## config.mk

```make
export PLATFORM = sky130hd
export DESIGN_NAME = t_case_huge_sweep
export DESIGN_NICKNAME = d
export VERILOG_FILES = /design/src/rtl/t_case_huge_pkg.sv /design/src/rtl/t_case_huge_sig_acc.sv /design/src/rtl/t_case_huge_sweep.sv
export SDC_FILE = /design/constraint.sdc
export NUM_CORES = 1
export LEC_CHECK = 0
export ABC_AREA = 1
export ABC_CLOCK_PERIOD_IN_PS = 1550
export BUFFER_PORTS_ARGS = -buffer_cell sky130_fd_sc_hd__buf_2
export CAP_MARGIN = 15
export CORE_MARGIN = 2
export CORE_UTILIZATION = 48
export CTS_BUF_LIST = sky130_fd_sc_hd__clkbuf_8
export DETAILED_ROUTE_END_ITERATION = 16
export PLACE_DENSITY = 0.75
export SYNTH_ARGS = -nofsm -noshare
export SYNTH_HDL_FRONTEND = slang
export SYNTH_HIERARCHICAL = 1
export SYNTH_SLANG_ARGS = --single-unit
export TNS_END_PERCENT = 50
```

## constraint.sdc

```tcl
create_clock -name clk -period 1.55 [get_ports clk]
set_clock_uncertainty 0.15 [all_clocks]
set_input_delay 0 -clock clk [delete_from_list [all_inputs] [get_ports clk]]
set_output_delay 0 -clock clk [all_outputs]
set_load 0.02 [all_outputs]
```

## src/rtl/t_case_huge_pkg.sv

```systemverilog
// Shared widths, sweep FSM state type and the signature fold used by t_case_huge_sweep.
package t_case_huge_pkg;

    localparam int unsigned DEF_IDX_W = 8;
    localparam int unsigned DEF_OUT_W = 10;
    localparam int unsigned DEF_SIG_W = 64;

    typedef enum logic [1:0] {
        StIdle  = 2'd0,
        StSweep = 2'd1,
        StDone  = 2'd2
    } sweep_state_t;

    // Rotate-left-by-1, then XOR in the zero-extended {idx, q} sample.
    function automatic logic [DEF_SIG_W-1:0] sig_fold(
        input logic [DEF_SIG_W-1:0] sig,
        input logic [DEF_IDX_W-1:0] idx,
        input logic [DEF_OUT_W-1:0] q
    );
        logic [DEF_SIG_W-1:0] w_sample;
        w_sample = DEF_SIG_W'({idx, q});
        return {sig[DEF_SIG_W-2:0], sig[DEF_SIG_W-1]} ^ w_sample;
    endfunction

endpackage

```

## src/rtl/t_case_huge_sig_acc.sv

```systemverilog
// Signature/sample-count register pair: synchronous clear, fold-and-count on enable.
module t_case_huge_sig_acc
    import t_case_huge_pkg::*;
#(
    parameter int unsigned IDX_W = DEF_IDX_W,
    parameter int unsigned OUT_W = DEF_OUT_W,
    parameter int unsigned SIG_W = DEF_SIG_W
) (
    input  logic             clk,
    input  logic             rst_n,
    input  logic             i_clear,
    input  logic             i_en,
    input  logic [IDX_W-1:0] i_idx,
    input  logic [OUT_W-1:0] i_q,
    output logic [SIG_W-1:0] o_sig,
    output logic [IDX_W:0]   o_count
);

    logic [SIG_W-1:0] r_sig;
    logic [IDX_W:0]   r_count;
    logic [SIG_W-1:0] w_sig_next;

    // Default widths reuse the package fold; other widths use the same rule inline.
    generate
        if (IDX_W == DEF_IDX_W && OUT_W == DEF_OUT_W && SIG_W == DEF_SIG_W) begin : g_pkg_fold
            assign w_sig_next = sig_fold(r_sig, i_idx, i_q);
        end else begin : g_generic_fold
            assign w_sig_next = {r_sig[SIG_W-2:0], r_sig[SIG_W-1]} ^ SIG_W'({i_idx, i_q});
        end
    endgenerate

    always_ff @(posedge clk or negedge rst_n) begin
        if (!rst_n) begin
            r_sig   <= '0;
            r_count <= '0;
        end else if (i_clear) begin
            r_sig   <= '0;
            r_count <= '0;
        end else if (i_en) begin
            r_sig   <= w_sig_next;
            r_count <= r_count + 1'b1;
        end
    end

    assign o_sig   = r_sig;
    assign o_count = r_count;

endmodule

```

## src/rtl/t_case_huge_sweep.sv

```systemverilog
// Sweep sequencer feeding the huge-case lookup and folding its results into a signature.
// Optional T_CASE_HUGE_SWEEP_STALL_EN adds a 'stall' input that freezes an active sweep.
module t_case_huge_sweep
    import t_case_huge_pkg::*;
#(
    parameter int unsigned IDX_W = DEF_IDX_W,
    parameter int unsigned OUT_W = DEF_OUT_W,
    parameter int unsigned SIG_W = DEF_SIG_W
) (
    input  logic             clk,
    input  logic             rst_n,
`ifdef T_CASE_HUGE_SWEEP_STALL_EN
    input  logic             stall,
`endif
    input  logic             start,
    input  logic [IDX_W-1:0] first_idx,
    input  logic [IDX_W-1:0] last_idx,
    output logic [IDX_W-1:0] index,
    input  logic [OUT_W-1:0] outq,
    output logic             busy,
    output logic             done,
    output logic [SIG_W-1:0] sig,
    output logic [IDX_W:0]   count
);

    sweep_state_t     r_state;
    sweep_state_t     w_state_next;
    logic [IDX_W-1:0] r_index;
    logic [IDX_W-1:0] w_index_next;
    logic             w_clear;
    logic             w_fold;
    logic             w_stall;

`ifdef T_CASE_HUGE_SWEEP_STALL_EN
    assign w_stall = stall;
`else
    assign w_stall = 1'b0;
`endif

    always_ff @(posedge clk or negedge rst_n) begin
        if (!rst_n) begin
            r_state <= StIdle;
            r_index <= '0;
        end else begin
            r_state <= w_state_next;
            r_index <= w_index_next;
        end
    end

    always_comb begin
        w_state_next = r_state;
        w_index_next = r_index;
        w_clear      = 1'b0;
        w_fold       = 1'b0;
        unique case (r_state)
            StIdle, StDone: begin
                if (start) begin
                    w_state_next = StSweep;
                    w_index_next = first_idx;
                    w_clear      = 1'b1;
                end else if (r_state == StDone) begin
                    w_state_next = StIdle;
                end
            end
            StSweep: begin
                if (!w_stall) begin
                    w_fold = 1'b1;
                    // Last index stays on the bus so DONE reports where the sweep ended.
                    if (r_index == last_idx) begin
                        w_state_next = StDone;
                    end else begin
                        w_index_next = r_index + 1'b1;
                    end
                end
            end
            default: begin
                w_state_next = StIdle;
            end
        endcase
    end

    t_case_huge_sig_acc #(
        .IDX_W (IDX_W),
        .OUT_W (OUT_W),
        .SIG_W (SIG_W)
    ) u_sig_acc (
        .clk     (clk),
        .rst_n   (rst_n),
        .i_clear (w_clear),
        .i_en    (w_fold),
        .i_idx   (r_index),
        .i_q     (outq),
        .o_sig   (sig),
        .o_count (count)
    );

    assign index = r_index;
    assign busy  = (r_state == StSweep);
    assign done  = (r_state == StDone);

endmodule

```

==> results of run 1 <==
==> flip-flops by register name, summed over array words and instances, names as in the netlist <==
register and flops:
u_sig_acc/o_sig 64, r_state 2, index 8, u_sig_acc/o_count 9
==> where the power goes <==
group | switching, mW | internal (mW)
Sequential | 0.744 | 3.09
Combinational | 3.46 | 2.18
Clock | 0.765 | 0.908
==> routing by layer <==
layer | part of all wire | wire (um)
met4 | 0.012 | 119
met1 | 0.42 | 4000
met5 | 0 | 0
met3 | 0.050 | 482
met2 | 0.52 | 4950
==> through the flow <==
| step | setup slack (ns) | hold WS, ns | cell area (sq um) | TNS [ns] | utilization |
|---|---|---|---|---|---|
| 6_report | 0.0684 | 0.331 | 5120 | 0 | 0.666 |
| 5_1_grt | -0.0421 | 0.344 | 5120 | -0.234 | 0.666 |
| 4_1_cts | 0.00394 | 0.323 | 5050 | 0 | 0.656 |
| 3_5_place_dp | 0.0165 | -0.220 | 4540 | 0 | 0.590 |
| 3_3_place_gp | 0.0940 | -0.226 | 4540 | 0 | 0.590 |
| 2_1_floorplan | 0.0169 | -0.446 | 3800 | 0 | - |
==> synthesized netlist by cell type <==
cell / number
o22ai_2: 1
nand2_4: 2
nor2_4: 3
a21oi_1: 3
o21bai_1: 1
buf_4: 5
o22ai_1: 45
nand3_2: 1
xnor2_1: 22
buf_2: 2
o21ai_1: 4
nand2_1: 97
dfrtp_1: 83
o21ai_0: 19
nand2_2: 3
inv_1: 67
xor2_1: 1
nand4_1: 6
inv_2: 6
buf_6: 7
or2_2: 1
nand3_1: 21
clkbuf_1: 1
nor2_1: 13
nor2_2: 2
ha_1: 2
==> critical path, delay by kind of cell (launching register included) <==
family	cells	cell delay, ns
simple gates	6	0.52
xor+xnor	1	0.20
flops	1	0.42
buf+inv	1	0.13
==> logic make-up (layout without fill, tap and decap cells) <==
logic type | after synthesis | count (layout)
AO/OA/AOI/OAI | 73 | 73
XOR/XNOR | 23 | 23
adder cells (fa/ha/maj) | 2 | 2
buffers and inverters | 88 | 253
flip-flops | 83 | 83
AND/OR/NAND/NOR | 149 | 149
==> area by class of cell <==
type | instances | area (sq um) | share of cell area
clock buffers | 9 | 124 | 0.0242
clock inverters | 7 | 92.6 | 0.0181
flip-flops and latches | 83 | 2080 | 0.406
well taps | 102 | 128 | 0.0249
multi-input cells | 247 | 1320 | 0.258
inverters | 73 | 274 | 0.0535
repair buffers | 164 | 1100 | 0.215
==> cell usage in the layout (no fill, tap or decap), types with 2 or more instances in the layout <==
| cell type | n |
|---|---|
| inv_1 | 69 |
| nand4_1 | 6 |
| nand2_1 | 97 |
| a21oi_1 | 3 |
| dfrtp_1 | 81 |
| clkbuf_8 | 9 |
| nand2_4 | 2 |
| inv_2 | 6 |
| nor2_4 | 3 |
| nand3_1 | 21 |
| o22ai_1 | 45 |
| dlygate4sd3_1 | 29 |
| bufinv_16 | 2 |
| buf_6 | 2 |
| inv_6 | 2 |
| nor2_1 | 13 |
| o21ai_0 | 19 |
| nand2_2 | 3 |
| xnor2_1 | 22 |
| buf_12 | 4 |
| dfrtp_2 | 2 |
| nor2_2 | 2 |
| buf_2 | 110 |
| o21ai_1 | 4 |
| buf_4 | 18 |
==> worst paths after layout <==
path / to / cells after the start
min in group asynchronous: u_sig_acc/o_sig[29] / 3
max in group asynchronous: index[0] / 4
worst min-delay path: index[1] / 6
worst max register to register: index[0] / 8
worst max-delay path: index[0] / 8
worst min register to register: u_sig_acc/o_sig[3] / 2
==> repair_timing <==
item	4_1_cts	5_1_grt
setup buffers	0	5
endpoints found under the setup margin	0	67
hold buffers	29	0
hold endpoints to repair	103	0
gates resized for setup	0	5
==> qor.csv, run 1 <==
metric,value,unit
DRT Pass-1 Iters,5,
DR vias/cell,4.95,
final cell count without fillers,685,
P per Cell Area,2180,mW/mm^2
period utilization,0.956,
largest net degree at the start of global routing,47,
Synth top area share,0.547,
Final Critical Period,1.48,ns
Detailed Route WL,9.55,mm
HPWL after DPL,6.19,mm
Fill cells,665,
vias in the first global route,3330,
antenna cells,0,
Pins Over Slew Limit,0,
Fmax,675,MHz
most crowded layer after global routing,met2,
post-synthesis adder-cell area fraction,0.00659,
CP Max Fanout,4,
slew at the pin closest to its max-slew limit,0.330,ns
Crit. End Element,flop,
"Seq/Total Area, Yosys",0.547,
Synth cell types,26,
row cnt,32,
die extent in y,93.0,um
Worst-Skew Late Latency,0.35,ns
Cells after DPL,634,
Avg WL per Cell,13.9,um
status,"complete, no violations",
kind of critical path,flop to flop,
cells after synthesis,418,
Die X,93.0,um
final hold vios,0,
number of H-tree levels,3,
DRC Markers,0,
total power,11.2,mW
CTS Sinks,83,
"Arr. time, crit path",1.61,ns
first-pass GRT wire length,15.2,mm
main combinational cell family by area after synthesis,simple AND/OR/NAND/NOR gates,
GP Congestion,0.876,
initial antenna violation count,0,
Synth Area in Compound Gates,0.114,
crit path cell chain,xnor2_1 > nand2_1 > nor2_2 > nand2_2 > nand2_4 > buf_4 > nand3_1 > nand2_1,
CTS Buffer Depth,2,
startpoint type of the worst setup path,flop,
die area,0.00864,sq mm
met2 track demand over resource,0.388,
Reg2Reg Launch Point,index[5],
CP max stage delay,0.42,ns
total CTS buffers,9,
share of cells above drive strength 1,0.293,
Leak,2.65,nW
clk root buf,clkbuf_8,
Post-Syn Nets,449,
post-synthesis mux area share,0,
core area,0.00769,sq mm
path type of the worst min-delay path,input pin to flop,
antenna violation net count after detailed routing,0,
RSZ-0062 raised after global routing,yes,
gr usage total,0.223,
Yosys top cell by area,dfrtp_1,
initial core utilization,0.494,
slowest CP cell,dfrtp_1,
area delta synth->final,34.8,%
Top Ports,112,
final setup fails,0,
Simple-Gate Fraction of Synth Area,0.174,
Synth Area per Inst,9.09,sq um
Yosys warnings,6,
"most used cell, CP",nand2_1,
crit path from,index[5],
Via Count,3393,
DRT iter0 DRCs,129,
CTS tree,yes,
maximum vdd drop,1030,uV
GR Util met1,0.278,
Max-Cap Viols,0,
worst reg2reg setup slack,0.07,ns
met3 Usage GRT,0.0431,
Crit path required time,1.68,ns
top post-synthesis cells by area,"dfrtp_1, nand2_1, o22ai_1, inv_1, xnor2_1",
xor/xnor share of the synthesized area,0.0530,
max_slew headroom,0.780,
HP Start,first_idx[1],
post-synthesis instance area,0.00380,sq mm
Port-buffer cells,111,
"CTS clk-pin slew, worst paths",0.08,ns
Yosys reg bits,83,
NumNets Final,609,
Overflow after GRT,0,
Note: power is estimated with default switching activity, not from simulation.
==> run 2: changes to the inputs <==
--- a/config.mk
+++ b/config.mk
@@ -16,6 +16,5 @@
 export PLACE_DENSITY = 0.75
 export SYNTH_ARGS = -nofsm -noshare
 export SYNTH_HDL_FRONTEND = slang
-export SYNTH_HIERARCHICAL = 1
 export SYNTH_SLANG_ARGS = --single-unit
 export TNS_END_PERCENT = 50
==> constraint.sdc (replaced) <==
create_clock -name clk -period 1.55 [get_ports clk]
set_clock_uncertainty 0.15 [all_clocks]
set_input_delay 0.2325 -clock clk [delete_from_list [all_inputs] [get_ports clk]]
set_output_delay 0.2325 -clock clk [all_outputs]
set_load 0.02 [all_outputs]
==> run 2 against run 1 <==
Against the previous run:
- the run now ends with negative setup slack left
- total power is 4.5% higher
- combinational power increased by 9.6%
- non-clock buffer count shrank 17
- hold slack got worse by 0.32 ns
- sequential share of layout area rose by 0.80 points
- clock power decreased by 7%
- setup slack worse by 0.11 ns
- synthesized area up 1.0%
- via count rose by 1.8%
- final cell count down 3.4%
- sequential power increased by 2%
- critical path type unchanged
==> qor.csv, run 2 <==
metric,value,unit,change
status,"finished, violations left",,"was complete, no violations"
violated checks,negative setup slack,,
Top Ports,112,,unchanged
initial core utilization,0.497,,was 0.494
"CTS clk-pin slew, worst paths",0.09,ns,was 0.08 ns
Yosys warnings,0,,was 6
Pins Over Slew Limit,0,,unchanged
most frequent cell after synthesis,dfrtp_1,,was nand2_1
post-place setup slack,0.0100,ns,was 0.0165 ns
RSZ-0062 raised after global routing,yes,,unchanged
worst reg2reg setup slack,-0.04,ns,was 0.07 ns
Final WS setup,-0.0389,ns,was 0.0684 ns
multi-input logic area,0.00139,sq mm,was 0.00132 sq mm
die area,0.00873,sq mm,was 0.00864 sq mm
top post-synthesis cells by area,"dfrtp_1, o22ai_1, nand2_1, inv_1, buf_6",,"was dfrtp_1, nand2_1, o22ai_1, inv_1, xnor2_1"
Post-synth EDFFs,0,,unchanged
Avg WL per Cell,14.6,um,was 13.9 um
initial antenna violation count,0,,unchanged
CP Max Fanout,9,,was 4
main combinational cell family by area after synthesis,simple AND/OR/NAND/NOR gates,,unchanged
number of H-tree levels,3,,unchanged
antenna cells,0,,unchanged
DR vias/cell,5.22,,was 4.95
crit-path leading delay family,simple AND/OR/NAND/NOR gates,,unchanged
area delta synth->final,31.2,%,was 34.8%
first-pass GRT wire length,14.5,mm,was 15.2 mm
CTS Buffer Depth,2,,unchanged
crit path cell chain,xnor2_2 > nand2_1 > nor2_2 > nand2_2 > nand2_4 > nand2_8 > nand2_1 > nand2_1,,was xnor2_1 > nand2_1 > nor2_2 > nand2_2 > nand2_4 > buf_4 > nand3_1 > nand2_1
Synth cell types,29,,was 26
GP Congestion,0.936,,was 0.876
path type of the worst min-delay path,input pin to flop,,unchanged
Synth Area in Compound Gates,0.141,,was 0.114
Simple-Gate Fraction of Synth Area,0.146,,was 0.174
clk root buf,clkbuf_8,,unchanged
Crit path required time,1.64,ns,was 1.68 ns
startpoint type of the worst setup path,flop,,unchanged
Overflow after GRT,0,,unchanged
Via Count,3453,,was 3393
Port-buffer cells,111,,unchanged
slowest CP cell,dfrtp_2,,was dfrtp_1
Die X,93.4,um,was 93.0 um
post-synthesis instance area,0.00384,sq mm,was 0.00380 sq mm
R2R depth,8,,unchanged
antenna violation net count after detailed routing,0,,unchanged
fraction of registers with async set/reset,1.00,,unchanged
vias in the first global route,3043,,was 3330
Post-Syn Nets,447,,was 449
DRC Markers,0,,unchanged
CP max stage delay,0.48,ns,was 0.42 ns
CTS tree,yes,,unchanged
Yosys reg bits,83,,unchanged
max_slew headroom,0.709,,was 0.780
Worst-Skew Late Latency,0.36,ns,was 0.35 ns
Detailed Route WL,9.68,mm,was 9.55 mm
Yosys top cell by area,dfrtp_1,,unchanged
gr usage total,0.214,,was 0.223
highest-count cells in the layout ignoring fill and taps,"buf_2, dfrtp_1, nand2_1",,"was buf_2, nand2_1, dfrtp_1"
synth cell count leaders,"dfrtp_1, nand2_1, inv_1",,"was nand2_1, dfrtp_1, inv_1"
worst setup path endpoint,index[1],,was index[0]
Crit. End Element,flop,,unchanged
Max-Cap Viols,0,,unchanged
largest net degree at the start of global routing,84,,was 47
Synth top area share,0.541,,was 0.547
crit path from,index[1],,was index[5]
post-synthesis mux area share,0,,unchanged
xor/xnor share of the synthesized area,0.0385,,was 0.0530
Reg2Reg Launch Point,index[1],,was index[5]
Synth Area per Inst,9.22,sq um,was 9.09 sq um
DRT Pass-1 Iters,6,,was 5
worst reg2reg path endpoint,index[1],,was index[0]
"most used cell, CP",nand2_1,,unchanged
share of cells above drive strength 1,0.361,,was 0.293
kind of critical path,flop to flop,,unchanged
Crit path depth,8,,unchanged
final hold vios,0,,unchanged
slew at the pin closest to its max-slew limit,0.436,ns,was 0.330 ns
core area,0.00773,sq mm,was 0.00769 sq mm
top_reg_cell synth,dfrtp_1,,unchanged
DRT iter0 DRCs,216,,was 129
"Seq/Total Area, Yosys",0.541,,was 0.547
row cnt,32,,unchanged
"Buf+Inv Stages, Crit Path",0,,was 1
total CTS buffers,9,,unchanged
CTS Sinks,83,,unchanged
HPWL after DPL,6.19,mm,about the same
Reg area,0.00208,sq mm,about the same
Fill cells,626,,was 665
Largest register FFs,64,,unchanged
"most common cell after layout, fill and taps aside",buf_2,,unchanged
die extent in y,93.4,um,was 93.0 um
hold slack final,0.0138,ns,was 0.331 ns
"Arr. time, crit path",1.68,ns,was 1.61 ns
final setup fails,9,,was 0
HP Start,outq[4],,was first_idx[1]
post-synthesis adder-cell area fraction,0.00652,,was 0.00659
NumNets Final,586,,was 609
cells after synthesis,416,,was 418
Fmax,629,MHz,was 675 MHz
P per Cell Area,2320,mW/mm^2,was 2180 mW/mm^2
Leak,2.62,nW,was 2.65 nW
period utilization,1.03,,was 0.956
Final Critical Period,1.59,ns,was 1.48 ns
maximum vdd drop,1100,uV,was 1030 uV
[run 2: cell count changes in the layout (fill, tap and decap cells not counted), sizes merged, moves of 4 or more]
cell / delta
dlygate4sd3: -26
nand2: -20
buf: +10
inv: +7
o31ai: +7
xnor2: -7
a21oi: +4
nor3: +4
[run 2: what timing repair did]
action	in CTS	in global routing
pin swaps	0	8
endpoints found under the hold margin	84	1
setup endpoints to repair	6	33
gates resized for setup	6	40
hold buffers	2	1
buffers inserted	3	9
[run 2: how the worst min path moves through the flow]
stage          slack (ns)  cells after the start                  end
6_report             0.01                      3   u_sig_acc.o_sig[4]
5_1_grt              0.01                      3   u_sig_acc.o_sig[3]
2_1_floorplan       -0.21                      0             index[0]
4_1_cts            0.0009                      3   u_sig_acc.o_sig[2]
3_5_place_dp         0.15                      2  u_sig_acc.o_sig[34]
3_3_place_gp         0.15                      2  u_sig_acc.o_sig[36]
[run 2: metal layers]
metal  part of all wire  vias up  track usage
li1                   -     1630            -
met1               0.42     1633        0.299
met2               0.48      164        0.329
met3              0.078       26       0.0500
met4              0.027        0       0.0760
met5                  0        -            0
[run 2: final cells by class]
class / instances / share of cell area
Inverter: 80 / 0.0606
Multi-Input combinational cell: 234 / 0.275
Clock buffer: 9 / 0.0246
Tap cell: 102 / 0.0253
Clock inverter: 7 / 0.0159
Sequential cell: 83 / 0.414
Timing Repair Buffer: 147 / 0.184
[run 2: logic make-up (layout without fill, tap and decap cells)]
kind of cell,after synthesis,after routing
fa+ha+maj,2,2
compound gates,89,89
simple gates,127,127
buf+inv,99,243
flops,83,83
xor+xnor,16,16
[run 2: stage by stage]
step | area [sq um] | power [mW] | utilization | instances | TNS [ns]
after floorplan | 3840 | 7.73 | - | 416 | -0.0349
after detailed placement | 4560 | 9.56 | 0.591 | 631 | 0
after global placement | 4560 | 9.40 | 0.591 | 631 | 0
after CTS | 4820 | 11.2 | 0.624 | 652 | -0.0711
after global routing | 5030 | 12.4 | 0.652 | 662 | -0.495
final | 5030 | 11.7 | 0.652 | 662 | -0.145
[run 2: worst reg2reg max path, delay by kind of cell (launching register included)]
kind             cells  cell delay (ns)
XOR/XNOR             1             0.19
AND/OR/NAND/NOR      7             0.67
flip-flops           1             0.48
[run 2: power breakdown]
group | internal (mW) | leakage (nW) | switching (mW)
clock network | 0.642 | 0.0998 | 0.919
logic | 2.44 | 1.48 | 3.75
registers | 3.15 | 1.04 | 0.766
==> run 3: changes to the inputs <==
--- a/config.mk
+++ b/config.mk
@@ -17,4 +17,4 @@
 export SYNTH_ARGS = -nofsm -noshare
 export SYNTH_HDL_FRONTEND = slang
 export SYNTH_SLANG_ARGS = --single-unit
-export TNS_END_PERCENT = 50
+export TNS_END_PERCENT = 20
==> run 3 against run 2 <==
Against the previous run:
- the flow now finishes without violations
- global-route usage unchanged
- first-iteration DRC count down 10%
- count of clock-buffer cells in the layout unchanged
- die area unchanged
- critical path type is now flop to primary output
- final area down 0.62%
- critical path depth down 4
- non-clock buffer count down 3
- setup slack better by 0.043 ns
- hold slack better by 0.0053 ns
- highest routed layer unchanged
==> qor.csv, run 3 (synthesis gave the netlist of run 2 again) <==
metric,value,unit,change
antenna cells,0,,unchanged
GP Congestion,0.936,,unchanged
Final Critical Period,1.55,ns,was 1.59 ns
Largest register FFs,64,,unchanged
gr usage total,0.214,,unchanged
startpoint type of the worst setup path,flop,,unchanged
Avg WL per Cell,14.2,um,was 14.6 um
Crit. End Element,primary output,,was flop
CP Max Fanout,3,,was 9
final hold vios,0,,unchanged
core area,0.00773,sq mm,unchanged
slowest CP cell,dfrtp_1,,was dfrtp_2
status,"complete, no violations",,"was finished, violations left"
"Buf+Inv Stages, Crit Path",3,,was 0
Final WS setup,0.00422,ns,was -0.0389 ns
row cnt,32,,unchanged
path type of the worst min-delay path,input pin to flop,,unchanged
number of H-tree levels,3,,unchanged
DRT iter0 DRCs,194,,was 216
first-pass GRT wire length,14.5,mm,unchanged
NumNets Final,583,,was 586
CP max stage delay,0.40,ns,was 0.48 ns
"most common cell after layout, fill and taps aside",buf_2,,unchanged
clk root buf,clkbuf_8,,unchanged
area delta synth->final,30.4,%,was 31.2%
Pins Over Slew Limit,0,,unchanged
initial antenna violation count,0,,unchanged
post-place setup slack,0.0100,ns,unchanged
largest net degree at the start of global routing,84,,unchanged
DRT Pass-1 Iters,4,,was 6
total CTS buffers,9,,unchanged
final instance area,0.00500,sq mm,was 0.00503 sq mm
crit path cell chain,inv_2 > nor2_8 > buf_12 > buf_6,,was xnor2_2 > nand2_1 > nor2_2 > nand2_2 > nand2_4 > nand2_8 > nand2_1 > nand2_1
share of cells above drive strength 1,0.359,,was 0.361
CTS Buffer Depth,2,,unchanged
CTS Sinks,83,,unchanged
slew at the pin closest to its max-slew limit,0.445,ns,was 0.436 ns
"Arr. time, crit path",1.16,ns,was 1.68 ns
placed inst area,0.00456,sq mm,unchanged
crit-path leading delay family,flip-flops,,was simple AND/OR/NAND/NOR gates
Worst-Skew Late Latency,0.36,ns,about the same
setup TNS,0,ns,was -0.145 ns
maximum vdd drop,1100,uV,about the same
vias in the first global route,3043,,unchanged
die extent in y,93.4,um,unchanged
DR vias/cell,5.16,,was 5.22
highest-count cells in the layout ignoring fill and taps,"buf_2, dfrtp_1, nand2_1",,unchanged
kind of critical path,flop to primary output,,was flop to flop
DRC Markers,0,,unchanged
P per Cell Area,2310,mW/mm^2,was 2320 mW/mm^2
"CTS clk-pin slew, worst paths",0.09,ns,about the same
RSZ-0062 raised after global routing,yes,,unchanged
Via Count,3400,,was 3453
max_slew headroom,0.704,,was 0.709
period utilization,0.997,,was 1.03
HPWL after DPL,6.19,mm,unchanged
CTS tree,yes,,unchanged
Top Ports,112,,unchanged
antenna violation net count after detailed routing,0,,unchanged
Fmax,647,MHz,was 629 MHz
final setup fails,0,,was 9
fin util,0.648,,was 0.652
Port-buffer cells,111,,unchanged
Detailed Route WL,9.37,mm,was 9.68 mm
Max-Cap Viols,0,,unchanged
initial core utilization,0.497,,unchanged
Crit path required time,1.17,ns,was 1.64 ns
Overflow after GRT,0,,unchanged
Die X,93.4,um,unchanged
die area,0.00873,sq mm,unchanged
Leak,2.59,nW,was 2.62 nW
==> run 3: cell type report <==
| type | instances | area (sq um) |
|---|---|---|
| clock inverter | 7 | 80.1 |
| timing repair buffer | 144 | 905 |
| multi-input combinational | 234 | 1370 |
| fill | 627 | 2720 |
| tap | 102 | 128 |
| inverter | 80 | 309 |
| clock buffer | 9 | 124 |
| sequential | 83 | 2080 |
==> run 3: what timing repair did <==
item,in CTS,in global routing
gates cloned,0,0
resized for setup,6,39
hold buffers,2,1
buffers inserted,3,6
endpoints found under the hold margin,84,1
setup endpoints to repair,6,33
pin swaps,0,5
==> run 3: tightest hold or removal path: cells and delay by family <==
family / cells / cell delay [ns]
AOI/OAI and AO/OA: 1 / 0.06
xor gates and xnor gates: 1 / 0.11
buffers and inverters: 1 / 0.09
==> run 3: power breakdown <==
group          total (mW)  switching (mW)  leakage (nW)  internal (mW)
Combinational        6.09            3.70          1.45           2.40
Sequential           3.90           0.755          1.04           3.15
Clock                1.56           0.916        0.0998          0.643
Total                11.6            5.37          2.59           6.19
==> run 3: metrics by stage <==
step	hold slack [ns]	cells	total power [mW]
detailed placement	0.151	631	9.56
floorplan	-0.213	416	7.73
CTS	0.000897	652	11.2
global placement	0.149	631	9.40
finish	0.0192	659	11.6
global route	0.0116	659	12.4
==> run 3: routing by layer <==
| layer | up-vias | global-route usage | part of all wire |
|---|---|---|---|
| li1 | 1628 | - | - |
| met1 | 1602 | 0.299 | 0.44 |
| met2 | 145 | 0.329 | 0.46 |
| met3 | 25 | 0.0500 | 0.069 |
| met4 | 0 | 0.0760 | 0.027 |
| met5 | - | 0 | 0 |
==> run 3: worst paths after layout <==
| check | from | end | cells past startpoint | slack, ns |
|---|---|---|---|---|
| max in group asynchronous | rst_n | index[4] | 3 | 0.58 |
| min reg2reg | u_sig_acc.o_sig[5] | u_sig_acc.o_sig[5] | 2 | 0.38 |
| min in group asynchronous | rst_n | u_sig_acc.o_sig[34] | 3 | 0.28 |
| max | r_state[0] | busy | 4 | 0.004 |
| max reg2reg | index[1] | index[7] | 8 | 0.01 |
| min | outq[4] | u_sig_acc.o_sig[4] | 3 | 0.02 |
